## src/rtl/apb_uart_pkg.sv

```systemverilog
// Shared types for the APB UART requester: FSM state, command bundle,
// and UART register offsets used by callers when building cmd_addr.
package apb_uart_pkg;

  localparam int CMD_ADDR_W  = 12;
  localparam int CMD_WDATA_W = 8;
  localparam int CMD_RDATA_W = 32;

  typedef enum logic [1:0] {
    IDLE,
    SETUP,
    ACCESS,
    RESP
  } req_state_e;

  typedef struct packed {
    logic                   write;
    logic [CMD_ADDR_W-1:0]  addr;
    logic [CMD_WDATA_W-1:0] wdata;
  } cmd_t;

  localparam logic [3:0] UART_SEL     = 4'h1;
  localparam logic [7:0] UART_RBR_THR = 8'h00;
  localparam logic [7:0] UART_IER     = 8'h04;
  localparam logic [7:0] UART_IIR_FCR = 8'h08;
  localparam logic [7:0] UART_LCR     = 8'h0C;
  localparam logic [7:0] UART_MCR     = 8'h10;
  localparam logic [7:0] UART_LSR     = 8'h14;
  localparam logic [7:0] UART_MSR     = 8'h18;
  localparam logic [7:0] UART_SCR     = 8'h1C;

endpackage

```

## src/rtl/apb_uart_requester_if.sv

```systemverilog
// Command/response valid-ready channels plus the APB requester bus.
// master: the requester; slave: local controller and APB completer side.
interface apb_uart_requester_if
  import apb_uart_pkg::*;
#(
  parameter int ADDR_W  = CMD_ADDR_W,
  parameter int WDATA_W = CMD_WDATA_W,
  parameter int RDATA_W = CMD_RDATA_W
);

  logic               cmd_valid;
  logic               cmd_ready;
  logic               cmd_write;
  logic [ADDR_W-1:0]  cmd_addr;
  logic [WDATA_W-1:0] cmd_wdata;

  logic               rsp_valid;
  logic               rsp_ready;
  logic               rsp_write;
  logic [RDATA_W-1:0] rsp_rdata;
  logic               rsp_timeout;

  logic               PSEL;
  logic               PENABLE;
  logic               PWRITE;
  logic [ADDR_W-1:0]  PADDR;
  logic [WDATA_W-1:0] PWDATA;
  logic               PREADY;
  logic [RDATA_W-1:0] PRDATA;

  modport master (
    input  cmd_valid, cmd_write, cmd_addr, cmd_wdata,
    output cmd_ready,
    output rsp_valid, rsp_write, rsp_rdata, rsp_timeout,
    input  rsp_ready,
    output PSEL, PENABLE, PWRITE, PADDR, PWDATA,
    input  PREADY, PRDATA
  );

  modport slave (
    output cmd_valid, cmd_write, cmd_addr, cmd_wdata,
    input  cmd_ready,
    input  rsp_valid, rsp_write, rsp_rdata, rsp_timeout,
    output rsp_ready,
    input  PSEL, PENABLE, PWRITE, PADDR, PWDATA,
    output PREADY, PRDATA
  );

endinterface

```

## src/rtl/apb_cmd_fifo.sv

```systemverilog
// Synchronous command FIFO, no pass-through; extra pointer MSB tells
// full from empty. Ports: push/wdata/full, pop/rdata/empty.
module apb_cmd_fifo #(
  parameter int DEPTH = 4,
  parameter int W     = 21
) (
  input  logic         PCLK,
  input  logic         PRESETn,
  input  logic         push,
  input  logic [W-1:0] wdata,
  output logic         full,
  input  logic         pop,
  output logic [W-1:0] rdata,
  output logic         empty
);

  localparam int AW = $clog2(DEPTH);

  logic [AW:0]  wptr_q;
  logic [AW:0]  rptr_q;
  logic [W-1:0] mem_q [DEPTH];
  logic         do_push;
  logic         do_pop;

  assign empty   = (wptr_q == rptr_q);
  assign full    = (wptr_q[AW] != rptr_q[AW]) &&
                   (wptr_q[AW-1:0] == rptr_q[AW-1:0]);
  assign do_push = push && !full;
  assign do_pop  = pop && !empty;
  assign rdata   = mem_q[rptr_q[AW-1:0]];

  always_ff @(posedge PCLK or negedge PRESETn) begin
    if (!PRESETn) begin
      wptr_q <= '0;
      rptr_q <= '0;
      for (int i = 0; i < DEPTH; i++) begin
        mem_q[i] <= '0;
      end
    end else begin
      if (do_push) begin
        mem_q[wptr_q[AW-1:0]] <= wdata;
        wptr_q <= wptr_q + (AW+1)'(1);
      end
      if (do_pop) begin
        rptr_q <= rptr_q + (AW+1)'(1);
      end
    end
  end

endmodule

```

## src/rtl/apb_uart_requester.sv

```systemverilog
// APB requester: queues commands, runs SETUP/ACCESS with a PREADY
// timeout, returns one response each. Ports: PCLK, PRESETn, busy, bus.
module apb_uart_requester
  import apb_uart_pkg::*;
#(
  parameter int ADDR_W      = CMD_ADDR_W,
  parameter int WDATA_W     = CMD_WDATA_W,
  parameter int RDATA_W     = CMD_RDATA_W,
  parameter int CMD_DEPTH   = 4,
  parameter int TIMEOUT_CYC = 256
) (
  input  logic PCLK,
  input  logic PRESETn,
  output logic busy,
  apb_uart_requester_if.master bus
);

  localparam int CW = $clog2(TIMEOUT_CYC);
  localparam logic [CW-1:0] CNT_MAX = CW'(TIMEOUT_CYC - 1);

  req_state_e state_q, state_d;

  logic               psel_q, psel_d;
  logic               penable_q, penable_d;
  logic               pwrite_q, pwrite_d;
  logic [ADDR_W-1:0]  paddr_q, paddr_d;
  logic [WDATA_W-1:0] pwdata_q, pwdata_d;
  logic               rsp_valid_q, rsp_valid_d;
  logic               rsp_write_q, rsp_write_d;
  logic [RDATA_W-1:0] rsp_rdata_q, rsp_rdata_d;
  logic               rsp_tmo_q, rsp_tmo_d;
  logic [CW-1:0]      cnt_q, cnt_d;

  cmd_t push_cmd;
  cmd_t head;
  logic fifo_full;
  logic fifo_empty;
  logic pop;

  assign push_cmd.write = bus.cmd_write;
  assign push_cmd.addr  = bus.cmd_addr;
  assign push_cmd.wdata = bus.cmd_wdata;

  apb_cmd_fifo #(
    .DEPTH (CMD_DEPTH),
    .W     ($bits(cmd_t))
  ) u_fifo (
    .PCLK    (PCLK),
    .PRESETn (PRESETn),
    .push    (bus.cmd_valid),
    .wdata   (push_cmd),
    .full    (fifo_full),
    .pop     (pop),
    .rdata   (head),
    .empty   (fifo_empty)
  );

  assign bus.cmd_ready   = !fifo_full;
  assign bus.PSEL        = psel_q;
  assign bus.PENABLE     = penable_q;
  assign bus.PWRITE      = pwrite_q;
  assign bus.PADDR       = paddr_q;
  assign bus.PWDATA      = pwdata_q;
  assign bus.rsp_valid   = rsp_valid_q;
  assign bus.rsp_write   = rsp_write_q;
  assign bus.rsp_rdata   = rsp_rdata_q;
  assign bus.rsp_timeout = rsp_tmo_q;
  assign busy = (state_q != IDLE) || !fifo_empty;

  always_ff @(posedge PCLK or negedge PRESETn) begin
    if (!PRESETn) begin
      state_q     <= IDLE;
      psel_q      <= 1'b0;
      penable_q   <= 1'b0;
      pwrite_q    <= 1'b0;
      paddr_q     <= '0;
      pwdata_q    <= '0;
      rsp_valid_q <= 1'b0;
      rsp_write_q <= 1'b0;
      rsp_rdata_q <= '0;
      rsp_tmo_q   <= 1'b0;
      cnt_q       <= '0;
    end else begin
      state_q     <= state_d;
      psel_q      <= psel_d;
      penable_q   <= penable_d;
      pwrite_q    <= pwrite_d;
      paddr_q     <= paddr_d;
      pwdata_q    <= pwdata_d;
      rsp_valid_q <= rsp_valid_d;
      rsp_write_q <= rsp_write_d;
      rsp_rdata_q <= rsp_rdata_d;
      rsp_tmo_q   <= rsp_tmo_d;
      cnt_q       <= cnt_d;
    end
  end

  always_comb begin
    state_d     = state_q;
    psel_d      = psel_q;
    penable_d   = penable_q;
    pwrite_d    = pwrite_q;
    paddr_d     = paddr_q;
    pwdata_d    = pwdata_q;
    rsp_valid_d = rsp_valid_q;
    rsp_write_d = rsp_write_q;
    rsp_rdata_d = rsp_rdata_q;
    rsp_tmo_d   = rsp_tmo_q;
    cnt_d       = cnt_q;
    pop         = 1'b0;
    unique case (state_q)
      IDLE: begin
        if (!fifo_empty) begin
          pop       = 1'b1;
          paddr_d   = head.addr;
          pwrite_d  = head.write;
          pwdata_d  = head.write ? head.wdata : '0;
          psel_d    = 1'b1;
          penable_d = 1'b0;
          state_d   = SETUP;
        end
      end
      SETUP: begin
        penable_d = 1'b1;
        cnt_d     = '0;
        state_d   = ACCESS;
      end
      ACCESS: begin
        // PREADY wins over the timeout boundary on the same cycle
        if (bus.PREADY) begin
          rsp_rdata_d = pwrite_q ? '0 : bus.PRDATA;
          rsp_tmo_d   = 1'b0;
          rsp_write_d = pwrite_q;
          psel_d      = 1'b0;
          penable_d   = 1'b0;
          rsp_valid_d = 1'b1;
          state_d     = RESP;
        end else if (cnt_q == CNT_MAX) begin
          rsp_rdata_d = '0;
          rsp_tmo_d   = 1'b1;
          rsp_write_d = pwrite_q;
          psel_d      = 1'b0;
          penable_d   = 1'b0;
          rsp_valid_d = 1'b1;
          state_d     = RESP;
        end else begin
          cnt_d = cnt_q + CW'(1);
        end
      end
      RESP: begin
        if (bus.rsp_ready) begin
          rsp_valid_d = 1'b0;
          state_d     = IDLE;
        end
      end
      default: state_d = IDLE;
    endcase
  end

endmodule

```

## src/flat_wrapper.sv

```systemverilog
// flat-port wrapper written by rule: the top's interface ports become plain ports
module apb_uart_requester_flat import apb_uart_pkg::*;
#(
  parameter int ADDR_W      = CMD_ADDR_W,
  parameter int WDATA_W     = CMD_WDATA_W,
  parameter int RDATA_W     = CMD_RDATA_W,
  parameter int CMD_DEPTH   = 4,
  parameter int TIMEOUT_CYC = 256
)
  (PCLK, PRESETn, busy, bus_cmd_valid, bus_cmd_write, bus_cmd_addr, bus_cmd_wdata, bus_cmd_ready, bus_rsp_valid, bus_rsp_write, bus_rsp_rdata, bus_rsp_timeout, bus_rsp_ready, bus_PSEL, bus_PENABLE, bus_PWRITE, bus_PADDR, bus_PWDATA, bus_PREADY, bus_PRDATA);
  apb_uart_requester_if #(.ADDR_W(ADDR_W), .WDATA_W(WDATA_W), .RDATA_W(RDATA_W)) bus_i ();
  input  logic PCLK;
  input  logic PRESETn;
  output logic busy;
  input wire logic [$bits(bus_i.cmd_valid)-1:0] bus_cmd_valid;
  input wire logic [$bits(bus_i.cmd_write)-1:0] bus_cmd_write;
  input wire logic [$bits(bus_i.cmd_addr)-1:0] bus_cmd_addr;
  input wire logic [$bits(bus_i.cmd_wdata)-1:0] bus_cmd_wdata;
  output wire logic [$bits(bus_i.cmd_ready)-1:0] bus_cmd_ready;
  output wire logic [$bits(bus_i.rsp_valid)-1:0] bus_rsp_valid;
  output wire logic [$bits(bus_i.rsp_write)-1:0] bus_rsp_write;
  output wire logic [$bits(bus_i.rsp_rdata)-1:0] bus_rsp_rdata;
  output wire logic [$bits(bus_i.rsp_timeout)-1:0] bus_rsp_timeout;
  input wire logic [$bits(bus_i.rsp_ready)-1:0] bus_rsp_ready;
  output wire logic [$bits(bus_i.PSEL)-1:0] bus_PSEL;
  output wire logic [$bits(bus_i.PENABLE)-1:0] bus_PENABLE;
  output wire logic [$bits(bus_i.PWRITE)-1:0] bus_PWRITE;
  output wire logic [$bits(bus_i.PADDR)-1:0] bus_PADDR;
  output wire logic [$bits(bus_i.PWDATA)-1:0] bus_PWDATA;
  input wire logic [$bits(bus_i.PREADY)-1:0] bus_PREADY;
  input wire logic [$bits(bus_i.PRDATA)-1:0] bus_PRDATA;
  assign bus_i.cmd_valid = bus_cmd_valid;
  assign bus_i.cmd_write = bus_cmd_write;
  assign bus_i.cmd_addr = bus_cmd_addr;
  assign bus_i.cmd_wdata = bus_cmd_wdata;
  assign bus_cmd_ready = bus_i.cmd_ready;
  assign bus_rsp_valid = bus_i.rsp_valid;
  assign bus_rsp_write = bus_i.rsp_write;
  assign bus_rsp_rdata = bus_i.rsp_rdata;
  assign bus_rsp_timeout = bus_i.rsp_timeout;
  assign bus_i.rsp_ready = bus_rsp_ready;
  assign bus_PSEL = bus_i.PSEL;
  assign bus_PENABLE = bus_i.PENABLE;
  assign bus_PWRITE = bus_i.PWRITE;
  assign bus_PADDR = bus_i.PADDR;
  assign bus_PWDATA = bus_i.PWDATA;
  assign bus_i.PREADY = bus_PREADY;
  assign bus_i.PRDATA = bus_PRDATA;
  apb_uart_requester #(.ADDR_W(ADDR_W), .WDATA_W(WDATA_W), .RDATA_W(RDATA_W), .CMD_DEPTH(CMD_DEPTH), .TIMEOUT_CYC(TIMEOUT_CYC)) u_core (.PCLK(PCLK), .PRESETn(PRESETn), .busy(busy), .bus(bus_i));
endmodule
```

## config.mk

```make
export PLATFORM = sky130hd
export DESIGN_NAME = apb_uart_requester_flat
export DESIGN_NICKNAME = d
export VERILOG_FILES = /design/src/rtl/apb_uart_pkg.sv /design/src/rtl/apb_uart_requester_if.sv /design/src/rtl/apb_cmd_fifo.sv /design/src/rtl/apb_uart_requester.sv /design/src/flat_wrapper.sv
export SDC_FILE = /design/constraint.sdc
export NUM_CORES = 1
export LEC_CHECK = 0
export BUFFER_PORTS_ARGS = -buffer_cell sky130_fd_sc_hd__buf_2
export CAP_MARGIN = 20
export CORE_ASPECT_RATIO = 1.5
export CORE_MARGIN = 2
export CORE_UTILIZATION = 51
export DETAILED_ROUTE_END_ITERATION = 7
export GPL_TIMING_DRIVEN = 1
export HOLD_SLACK_MARGIN = 0.12
export PLACE_DENSITY = 0.84
export REMOVE_ABC_BUFFERS = 1
export SLEW_MARGIN = 30
export SYNTH_ARGS = -nofsm -noshare
export SYNTH_HDL_FRONTEND = slang
export SYNTH_HIERARCHICAL = 1
export SYNTH_SLANG_ARGS = --single-unit
export TNS_END_PERCENT = 100
```

## constraint.sdc

```tcl
create_clock -name PCLK -period 4.36 [get_ports PCLK]
set_input_delay 0.218 -clock PCLK [delete_from_list [all_inputs] [get_ports PCLK]]
set_output_delay 0.218 -clock PCLK [all_outputs]
set_load 0.02 [all_outputs]
```

# After elaboration in Yosys (flattened, before gate mapping)
# Cells that the tools add are included.
word_totals:
  reg_bits: 158
  inputBits: 58
  output_inout_bits: 60
  wordCells: 92
classes:
  n_addsub: 3
  n_lt_le_gt_ge: 3
  n_eq_ne: 12
  mux: 33
  bitwise: 3
  n_reduce_logical: 21
ops:
  columns: ["op", "n"]
  rows:
  - ["two-way mux 32 bit", 3]
  - ["bitwise mux 84 bit", 1]
  - ["two-way mux 21 bit", 3]
  - ["binary-select mux 21 bit (select 2 bit)", 1]
  - ["demux 21 bit (select 2 bit)", 1]
  - ["two-way mux 8 bit", 3]
  - ["case mux 8 bit (2 select lines)", 1]
  - ["AND reduction 3 bit", 5]
  - ["two-way mux 1 bit", 12]
  - ["nonzero test 2 bit", 5]
  - ["adder 8 x 1 -> 8 bit, second input constant", 1]
  - ["equality test 8 bit, second input constant", 1]
  - ["two-way mux 2 bit", 4]
  - ["inequality test 2 bit, second input constant", 4]
  - ["case mux 2 bit (4 select lines)", 1]
  - ["adder 3 x 1 -> 3 bit, second input constant", 2]
  - ["greater-or-equal comparator 3 bit, second input constant", 2]
  - ["inverter 2 -> 3 bit", 2]
  - ["equality test 2 bit, second input constant", 2]
  - ["logical AND 1 bit", 4]
  - ["case mux 1 bit (2 select lines)", 2]
  - ["AND reduction 2 bit", 2]
  - ["equality test 3 bit", 1]
  - ["less-than comparator 3 x 1 -> 1 bit, second input constant", 1]
  - ["10 further kinds", 11]

# Depth between registers and ports, before layout
# Gate-level depths: netlist of run 1.
depth:
  ltp_word: 6
  ltp_mapped: 8
  ltp_nobuf: 6

# By module
# The synthesis of run 1 kept the hierarchy.
by_module_without_submodules:
  columns: ["module", "instances", "cells_per_inst", "area_each_um2", "seq_area_each_um2"]
  rows:
  - ["apb_cmd_fifo", 1, 249, 4227.8, 2252.2]
  - ["apb_uart_requester", 1, 246, 2782.7, 1701.6]

# Worst setup path before layout of run 1
# No wires, ideal clock.
synth_path:
  path_type: "flip-flop to flip-flop"
  startpoint: "register u_core.u_fifo.rptr_q[1]"
  endpoint: "register u_core.u_fifo.rptr_q[1]"
  setup_ps: 125
  arrival_ps: 1963
  required_time_ps: 4235
  setup_slack_ps: 2272
  path_stages_with_launch: 9
  n_path_buf: 2
  period_less_slack_ps: 2088
  cell_sequence: "dfrtp_1 > buf_4 > xor2_1 > nor3_1 > nand2b_1 > inv_1 > clkbuf_1 > o31ai_1 > mux2_2"
synth_between:
  elab_chain_len: 4
  elab_cells_between_ends: 6
  classes_between: "add/sub: 1; eq/ne: 1; mux: 2; reduce/logical: 2"
synth_lines:
  columns: ["element", "line", "rtl"]
  rows:
  - ["from (decl)", "apb_cmd_fifo.sv:20", "logic [AW:0] rptr_q;"]
  - ["from (signal assigned)", "apb_cmd_fifo.sv:45", "rptr_q <= rptr_q + (AW+1)'(1);"]
  - ["equality test 3 bit", "apb_cmd_fifo.sv:25", "assign empty = (wptr_q == rptr_q);"]
  - ["net u_core.fifo_empty", "apb_uart_requester.sv:37", "logic fifo_empty;"]
  - ["two-way mux 1 bit", "apb_uart_requester.sv:113", "if (!fifo_empty) begin"]
  - ["two-way mux 1 bit", "apb_uart_requester.sv:111", "unique case (state_q)"]
  - ["net u_core.pop", "apb_uart_requester.sv:38", "logic pop;"]
  - ["logical AND 1 bit", "apb_cmd_fifo.sv:29", "assign do_pop = pop && !empty;"]
# The timed path passes the listed nets, and every way through them passes these cells.
# A chain may end at the register's enable or synchronous reset.

# Final worst setup path of run 1
layout_path:
  startpoint: "register u_core.u_fifo.rptr_q[0]"
  endpoint: "register u_core.u_fifo.rptr_q[1]"
layout_between:
  elab_chain_len: 4
  elab_cells_between_ends: 6
  classes_between: "add/sub: 1; eq/ne: 1; mux: 2; reduce/logical: 2"
layout_lines:
  columns: ["element", "line"]
  rows:
  - ["equality test 3 bit (*)", "apb_cmd_fifo.sv:25"]
  - ["net u_core.fifo_empty", "apb_uart_requester.sv:37"]
  - ["two-way mux 1 bit", "apb_uart_requester.sv:113"]
  - ["two-way mux 1 bit", "apb_uart_requester.sv:111"]
  - ["logical AND 1 bit (*)", "apb_cmd_fifo.sv:29"]
# Mark *: on every way through the listed nets, which the timed path passes. The rest lies on a longest branch.

==> flow_metrics.tcl, run 1 <==
set metrics [dict create \
    status "finished clean" \
    cts.clk_slew.worst_paths_ps 70 \
    finalSetupTns_ps 0 \
    path_max_fanout 26 \
    drcViolationCount 0 \
    path_delay_family "buffers and inverters" \
    nNetsFinal 733 \
    rsz0062_at_grt "no" \
    holdPathStages 4 \
    dr.pass1.iters 4 \
    final.setup_skew_ps 11.97 \
    io_buffers 117 \
    initial_utilization 0.5205 \
    p_leak_uw 0.004205 \
    wire_per_inst_um 18.47 \
    synth.top_cell.area_share 0.5640 \
    wirelength_mm 15.46 \
    hold_buffers 55 \
    synth_cell_types 46 \
    arrival_ps 3020 \
    antenna_found_initial 0 \
    ys_seq_elements 158 \
    dp_hpwl_mm 9.235 \
    antenna_left 0 \
    async_reset_ff_frac 1.000 \
    setup_viol 0 \
    synth.area.top_cells "dfrtp_1 56%, mux2_2 12%, mux4_2 6.7%" \
    crit_path_cell_trace "buf_4 > xor2_1 > nor3_1 > nand2b_1 > inv_1 > o31ai_1 > mux2_2" \
    drv_slew 0 \
    instances_no_fill 837 \
    fmax_mhz 367.2 \
    worstHoldPathType "primary input to flip-flop" \
    tightest_slew_ps 994.8 \
    die_h_um 147.6 \
    cts.path.max_buffers 2 \
    die-area_mm2 0.01472 \
    vias_per_cell 5.612 \
    ff2ff_path_depth 7 \
    core_area_mm2 0.01347 \
    startpoint_type "flip-flop" \
    groute.usage.overall 0.2209 \
    h-tree-depth 4 \
    avgSynthCellArea_um2 14.16 \
    finalWorstSetupSlack_ps 1637 \
    clock-sinks 158 \
    max-slew-margin-rel 0.3368 \
    hold_violations 0 \
    timing.max_cap.violations 0 \
    cts_tree "done" \
    dr.first_iter.drc_count 216 \
    synth_area_mm2 0.007010 \
    period_needed_ps 2723 \
    worstPathBufferInverterCount 2 \
    worstPathRequired_ps 4660 \
    reg2reg_slack_ps 1640 \
    slowest_stage "inv_1" \
    antennaDiodeCount 0 \
    worstSetupEndpointType "flip-flop" \
    place.gp.congestion 0.7843 \
    crit_cells 7 \
    yosysSeqAreaShare 0.5640 \
    pre_cts_slack_ps 1597 \
    vias 4697 \
    post_cts_buffers 0 \
    clk_latency_ps 420 \
    ys_warn_count 6 \
    power.density_mw_per_mm2 774.7 \
    grt_overflow_total 0 \
    peakVddDrop_v 0.0003392 \
    synthCells 495 \
    placementRows 52 \
    cts_buffers 17 \
    ys.flop_type "dfrtp_1" \
    grt_pass1_vias 5134 \
    synth_top_cells_by_count "158 x dfrtp_1, 72 x mux2_2, 70 x nand2_1, 32 x a22o_1, 21 x mux4_2" \
    worstSetupPathType "flip-flop to flip-flop" \
    post-synth-top-area-cell "dfrtp_1" \
    io_pins 118 \
    ctsResizeCount 0 \
    synth_edf_count 0 \
    syn_to_final_growth_pct 26.68 \
    synth_most_common_cell "dfrtp_1" \
    placed_cells 750 \
    die_w_um 99.73 \
    max_stage_delay_ps 610 \
    grt_pass1_wl_mm 25.46 \
    post-route-period-util 0.6246 \
    grt_max_degree 122 \
    cts_root_buffer "clkbuf_16" \
    drive_gt1_frac 0.4089 \
]
## routing by layer
layer / vias up / wire (um) / GRT usage / part of all wire
li1: 2119 / - / - / -
met1: 2394 / 6202 / 0.2583 / 0.40
met2: 151 / 8260 / 0.3912 / 0.53
met3: 33 / 660 / 0.04444 / 0.043
met4: 0 / 334 / 0.09521 / 0.022
met5: - / 0 / 0 / 0
## placed cells by master (no fill, tap or decap), types with 4 or more instances in the layout
cell type	Yosys	routed
a21oi_1	6	6
mux2_2	72	72
dlygate4sd3_1	0	55
buf_2	3	116
mux2_4	14	14
o21ai_0	6	6
xor2_1	4	4
dfrtp_1	158	157
mux2i_1	5	5
mux4_2	21	21
a22o_1	32	32
buf_4	2	4
bufinv_16	0	5
ha_1	12	12
a31oi_4	1	4
clkbuf_16	0	17
inv_1	9	9
nor2_1	7	6
nand3_1	12	12
nand2_1	70	70
## worst paths after layout
kind	startpoint	end
worst max-delay path	u_core/u_fifo/rptr_q[0]	u_core/u_fifo/rptr_q[1]
worst min-delay path	bus_rsp_ready	u_core/bus.rsp_valid
worst max register to register	u_core/u_fifo/rptr_q[0]	u_core/u_fifo/rptr_q[1]
worst min register to register	u_core/bus.PWDATA[1]	u_core/bus.PWDATA[1]
max in group asynchronous	PRESETn	u_core/bus.PSEL
min in group asynchronous	PRESETn	u_core/cnt_q[7]
## area by class of cell
class,count,area [um^2]
Clock buffer,17,425.4
Timing Repair Buffer,177,1204
Clock inverter,14,216.5
Sequential cell,158,3955
Multi-Input combinational cell,300,2844
Tap cell,162,202.7
Fill cell,939,4587
Inverter,9,33.78
## per-stage QoR
| step | power (uW) | hold WS [ps] | instance area [um^2] | util |
|---|---|---|---|---|
| 6_report | 6880 | 179.9 | 8881 | 0.6594 |
| 5_1_grt | 7290 | 184.6 | 8881 | 0.6594 |
| 4_1_cts | 6928 | 168.0 | 8853 | 0.6574 |
| 3_5_place_dp | 5238 | 367.0 | 7661 | 0.5688 |
| 3_3_place_gp | 5092 | 437.1 | 7652 | 0.5682 |
| 2_1_floorplan | 4422 | -77.59 | 6798 | - |
## report_power, final
part	leakage [uW]	switching, uW	internal, uW
Clock	0.000313	592	1020
Sequential	0.00196	383	2110
Combinational	0.00194	1440	1340
Total	0.00421	2410	4470
## logic make-up after synthesis
logic type,Yosys count,synth area share
xor gates and xnor gates,9,0.01767
muxes,115,0.2251
buffers and inverters,37,0.03516
adders and majority gates,12,0.02142
and+or+nand+nor,104,0.06497
DFF,158,0.5640
AOI/OAI and AO/OA,60,0.07175
## tightest hold or removal path, stage by stage
cell and delay [ps]:
buf_2 80, inv_1 50, o21ai_0 150, a21oi_1 70
## state kept, by name, summed over array words and instances, names as in the netlist
name and cells:
u_core/u_fifo/mem_q 84, u_core/bus.rsp_rdata 32, u_core/bus.PADDR 12, u_core/bus.PWDATA 8, u_core/cnt_q 8, u_core/u_fifo/rptr_q 3, u_core/u_fifo/wptr_q 3, u_core/state_q 2
u_core/bus.PENABLE 1, u_core/bus.PSEL 1, u_core/bus.PWRITE 1, u_core/bus.rsp_timeout 1, u_core/bus.rsp_valid 1, u_core/bus.rsp_write 1
Note: power is estimated with default switching activity, not from simulation.
==> inputs of run 2 (changes only) <==
==> constraint.sdc (replaced) <==
create_clock -name PCLK -period 2.74 [get_ports PCLK]
set_input_delay 0.137 -clock PCLK [delete_from_list [all_inputs] [get_ports PCLK]]
set_output_delay 0.137 -clock PCLK [all_outputs]
set_load 0.02 [all_outputs]
==> run 2 against run 1 <==
  * Setup slack lost 1100 ps
  * Clock skew fell by 4.1 ps
  * Wire length is 0.33% higher
  * Clock-buffer cell count rose by 1
  * Critical path type is now flip-flop to output port
  * Largest cell class unchanged
  * Sequential power rose by 60%
  * Highest routed layer unchanged
  * Power increased by 56%
  * Clock power is 39% higher
  * First-iteration DRC count is 3.2% lower
  * Global-route usage decreased by 0.43 points
  * Hold slack improved by 140 ps
==> flow_metrics.tcl, run 2 (synthesis gave the netlist of run 1 again) <==
set metrics [dict create \
    status "finished clean" \
    worstPathBufferInverterCount 3 \
    die-area_mm2 0.01472 \
    max-slew-margin-rel 0.5061 \
    power.density_mw_per_mm2 1208 \
    cts_tree "done" \
    antenna_left 0 \
    wirelength_mm 15.51 \
    h-tree-depth 4 \
    clk_latency_ps 410 \
    arrival_ps 2110 \
    grt_pass1_vias 5086 \
    drcViolationCount 0 \
    dr.first_iter.drc_count 209 \
    largest_reg_flops 84 \
    grt_max_degree 82 \
    place.gp.congestion 0.8111 \
    nFillCells 913 \
    post-route-period-util 0.8190 \
    initial_utilization 0.5205 \
    antennaDiodeCount 0 \
    tightest_slew_ps 740.8 \
    worstPathRequired_ps 2600 \
    rsz0062_at_grt "no" \
    reg2reg_slack_ps 550 \
    cts.clk_slew.worst_paths_ps 60 \
    drv_slew 0 \
    path_delay_family "XOR/XNOR gates" \
    grt_overflow_total 0 \
    dr.pass1.iters 4 \
    seq_area_mm2 0.003955 \
    crit_path_cell_trace "buf_4 > xnor2_2 > nand2_1 > nor2_1 > inv_1 > buf_2" \
    core_area_mm2 0.01347 \
    io_buffers 117 \
    die_w_um 99.73 \
    worstSetupEndpointType "output port" \
    layout_commonest_cell "dfrtp_1" \
    dp_hpwl_mm 9.943 \
    vias_per_cell 5.530 \
    finalWorstSetupSlack_ps 496.1 \
    pre_cts_slack_ps 628.9 \
    cts.path.max_buffers 2 \
    timing.max_cap.violations 0 \
    post_cts_buffers 0 \
    die_h_um 147.6 \
    drive_gt1_frac 0.4146 \
    max_stage_delay_ps 500 \
    groute.usage.overall 0.2166 \
    setup_viol 0 \
    final.setup_skew_ps 7.845 \
    vias 4684 \
    grt_pass1_wl_mm 25.06 \
    placementRows 52 \
    ff2ff_path_depth 6 \
    reg2reg_to "u_core/u_fifo/rptr_q[2]" \
    hold_violations 0 \
    instances_no_fill 847 \
    peakVddDrop_v 0.0005684 \
    placed_cells 758 \
    startpoint_type "flip-flop" \
    fmax_mhz 445.6 \
    antenna_found_initial 0 \
    io_pins 118 \
    wire_per_inst_um 18.31 \
    cts_buffers 17 \
    hold_slack_ps 323.8 \
    final_cell_mix "157 x dfrtp_1, 116 x buf_2, 72 x mux2_2" \
    period_needed_ps 2244 \
    slowest_stage "xnor2_2" \
    r2r-start "u_core/u_fifo/wptr_q[1]" \
    top_register "u_core/u_fifo/mem_q" \
    crit_cells 6 \
    cts_root_buffer "clkbuf_16" \
    path_max_fanout 24 \
    p_leak_uw 0.004209 \
    multi_input_area_mm2 0.002839 \
    worstHoldPathType "primary input to asynchronous set/reset pin" \
    nNetsFinal 742 \
    clock-sinks 158 \
    worstSetupPathType "flip-flop to output port" \
    syn_to_final_growth_pct 26.50 \
]
-- run 2: power by group --
group          total [uW]  leakage (uW)  switching (uW)  internal, uW
Combinational        4470       0.00198            2310          2170
Clock                2240      0.000278             949          1290
Sequential           4000       0.00196             639          3360
Total               10700       0.00421            3900          6820
-- run 2: routing by layer --
metal | GRT usage | vias up | wire length (um)
met5 | 0 | - | 0
met4 | 0.08014 | 0 | 269
met3 | 0.04823 | 26 | 762
met2 | 0.3791 | 158 | 8253
met1 | 0.2609 | 2375 | 6223
li1 | - | 2125 | -
-- run 2: worst reg2reg max path, stage by stage, from the launching register on --
cell      delay (ps)
dfrtp_1          490
xor2_1           450
nor3_1           120
nand2b_1         180
inv_1            350
o311ai_0         290
xnor2_1          180
-- run 2: through the flow --
stage	area [um^2]	power (uW)	utilization	setup TNS, ps
after global routing	8869	11320	0.6585	0
after detailed placement	7725	8422	0.5736	0
after global placement	7725	8141	0.5736	0
after floorplan	6798	7037	-	-4857
final	8869	10720	0.6585	0
after CTS	8869	10780	0.6585	0
-- run 2: how the worst max path moves through the flow --
stage	startpoint	end	slack, ps
after CTS	u_core/u_fifo/rptr_q[1]	bus_cmd_ready	490
final	u_core/u_fifo/rptr_q[1]	bus_cmd_ready	500
after detailed placement	u_core/u_fifo/wptr_q[1]	u_core/u_fifo/rptr_q[1]	630
after global placement	u_core/u_fifo/rptr_q[1]	u_core/u_fifo/mem_q[34]	700
after global routing	u_core/u_fifo/rptr_q[1]	bus_cmd_ready	380
after floorplan	u_core/u_fifo/rptr_q[0]	u_core/u_fifo/rptr_q[1]	-480
-- run 2: what timing repair did --
item | CTS | global route
hold buffers | 57 | 0
resized for setup | 0 | 0
hold endpoints to repair | 198 | 0
-- run 2: area by class of cell --
type	instances	share of cell area
tap	162	0.02286
multi-input combinational	300	0.3201
clock buffer	18	0.04952
inverter	9	0.003809
sequential	158	0.4460
timing repair buffer	186	0.1426
clock inverter	14	0.01510
==> inputs of run 3 (changes only) <==
==> constraint.sdc (replaced) <==
create_clock -name PCLK -period 2.15 [get_ports PCLK]
set_input_delay 0.1075 -clock PCLK [delete_from_list [all_inputs] [get_ports PCLK]]
set_output_delay 0.1075 -clock PCLK [all_outputs]
set_load 0.02 [all_outputs]
==> run 3 against run 2 <==
  * Power increased by 29%
  * Clock skew increased by 1.3 ps
  * Sequential share of layout area decreased by 0.60 points
  * Setup slack got worse by 310 ps
  * Non-clock buffer count increased by 8
  * Register-to-register slack got worse by 340 ps
  * Critical path depth decreased by 1
  * Critical path type unchanged
  * Largest cell class unchanged
  * Largest power group unchanged
  * Highest routed layer unchanged
==> flow_metrics.tcl, run 3 (synthesis gave the netlist of run 1 again) <==
set metrics [dict create \
    status "finished clean" \
    tightest_slew_ps 609.0 \
    drcViolationCount 0 \
    rsz0062_at_grt "no" \
    top_register "u_core/u_fifo/mem_q" \
    largest_reg_flops 84 \
    grt_overflow_total 0 \
    dr.pass1.iters 4 \
    placementRows 52 \
    antennaDiodeCount 0 \
    comb_power_share 0.433 \
    wire_per_inst_um 18.24 \
    setup_viol 0 \
    die_w_um 99.73 \
    io_buffers 117 \
    power_uw 13830 \
    finish.instance_area_mm2 0.008989 \
    die-area_mm2 0.01472 \
    antenna_left 0 \
    vias 4716 \
    cts_tree "done" \
    p_seq_frac 0.366 \
    core_area_mm2 0.01347 \
    grt_pass1_vias 5037 \
    h-tree-depth 4 \
    worstSetupPathType "flip-flop to output port" \
    final_cell_mix "157 x dfrtp_1, 116 x buf_2, 72 x mux2_2" \
    dr.first_iter.drc_count 198 \
    antenna_found_initial 0 \
    syn_to_final_growth_pct 28.22 \
    nFillCells 934 \
    cts_root_buffer "clkbuf_16" \
    final.setup_skew_ps 9.177 \
    worstPathRequired_ps 2040 \
    max-slew-margin-rel 0.5940 \
    groute.usage.overall 0.2238 \
    finalWorstSetupSlack_ps 184.0 \
    pre_cts_slack_ps 294.8 \
    clk_latency_ps 420 \
    post-route-period-util 0.9144 \
    io_pins 118 \
    startpoint_type "flip-flop" \
    grt_max_degree 67 \
    peakVddDrop_v 0.0006268 \
    vias_per_cell 5.516 \
    fmax_mhz 508.6 \
    layout_commonest_cell "dfrtp_1" \
    hold_violations 0 \
    period_needed_ps 1966 \
    grt_pass1_wl_mm 25.70 \
    wirelength_mm 15.60 \
    post_cts_buffers 0 \
    intPower_uw 8814 \
    cts_buffers 17 \
    p_leak_uw 0.004260 \
    cts.clk_slew.worst_paths_ps 60 \
    nNetsFinal 750 \
    place.gp.congestion 0.8093 \
    drive_gt1_frac 0.4214 \
    worstSetupEndpointType "output port" \
    arrival_ps 1860 \
    place_area_mm2 0.007848 \
    p_sw_uw 5018 \
    cts.path.max_buffers 2 \
    die_h_um 147.6 \
    initial_utilization 0.5205 \
    clock-sinks 158 \
    swShare 0.3628 \
    power.density_mw_per_mm2 1539 \
    path_max_fanout 6 \
    dp_hpwl_mm 9.835 \
    timing.max_cap.violations 0 \
    p_clk_frac 0.201 \
    drv_slew 0 \
    worstHoldPathType "primary input to asynchronous set/reset pin" \
]
==> run 3: critical path, cell delays in order (launching register included) <==
cell and delay, ps:
dfrtp_1 500, xor2_1 210, nor3_1 230, and2_1 280
inv_1 60, buf_2 160
==> run 3: per-stage QoR <==
| stage | instances | hold WS [ps] | utilization | setup TNS, ps |
|---|---|---|---|---|
| 5_1_grt | 855 | 289.3 | 0.6674 | 0 |
| 6_report | 855 | 243.4 | 0.6674 | 0 |
| 4_1_cts | 855 | 265.3 | 0.6666 | 0 |
| 2_1_floorplan | 467 | -188.1 | - | -66390 |
| 3_3_place_gp | 766 | 124.6 | 0.5827 | 0 |
| 3_5_place_dp | 766 | 139.1 | 0.5827 | 0 |
==> run 3: area by class of cell <==
cell class                      instances  area [um^2]  area share
Sequential cell                       158         3955      0.4400
Clock buffer                           19        452.9     0.05039
Timing Repair Buffer                  194         1388      0.1544
Tap cell                              162        202.7     0.02255
Inverter                                9        33.78    0.003758
Clock inverter                         13        106.4     0.01183
Multi-Input combinational cell        300         2850      0.3171
==> run 3: what timing repair did <==
action                                  in CTS  in global routing
gates resized for setup                      0                  1
endpoints found under the setup margin       0                  1
hold buffers                                57                  0
hold endpoints to repair                   183                  0
==> run 3: power by group through the flow <==
stage / clock [uW] / sequential (uW) / combinational [uW]
finish: 2780 / 5060 / 5990
global route: 2980 / 5220 / 6450
CTS: 2840 / 5040 / 6010
detailed placement: 0 / 5070 / 5890
global placement: 0 / 4940 / 5690
floorplan: 0 / 5490 / 3480
==> run 3: path summary, 6_finish.rpt <==
check                                        start                       end  slack (ps)  cells after the start
min reg2reg                    u_core/bus.PADDR[1]       u_core/bus.PADDR[1]         470                      2
max reg2reg                u_core/u_fifo/wptr_q[1]           u_core/bus.PSEL         210                      7
max                        u_core/u_fifo/wptr_q[1]                      busy         180                      5
min in group PCLK                    bus_PRDATA[2]   u_core/bus.rsp_rdata[2]         450                      3
min                                        PRESETn  u_core/bus.rsp_rdata[24]         240                      2
max in group asynchronous                  PRESETn  u_core/bus.rsp_rdata[19]        1180                      3
==> run 3: metal layers <==
| layer | routed length (um) | global-route usage | share of wire | vias to the layer above |
|---|---|---|---|---|
| met2 | 8291 | 0.3909 | 0.53 | 136 |
| li1 | - | - | - | 2150 |
| met3 | 652 | 0.04586 | 0.042 | 30 |
| met1 | 6375 | 0.2785 | 0.41 | 2400 |
| met5 | 0 | 0 | 0 | - |
| met4 | 278 | 0.07123 | 0.018 | 0 |
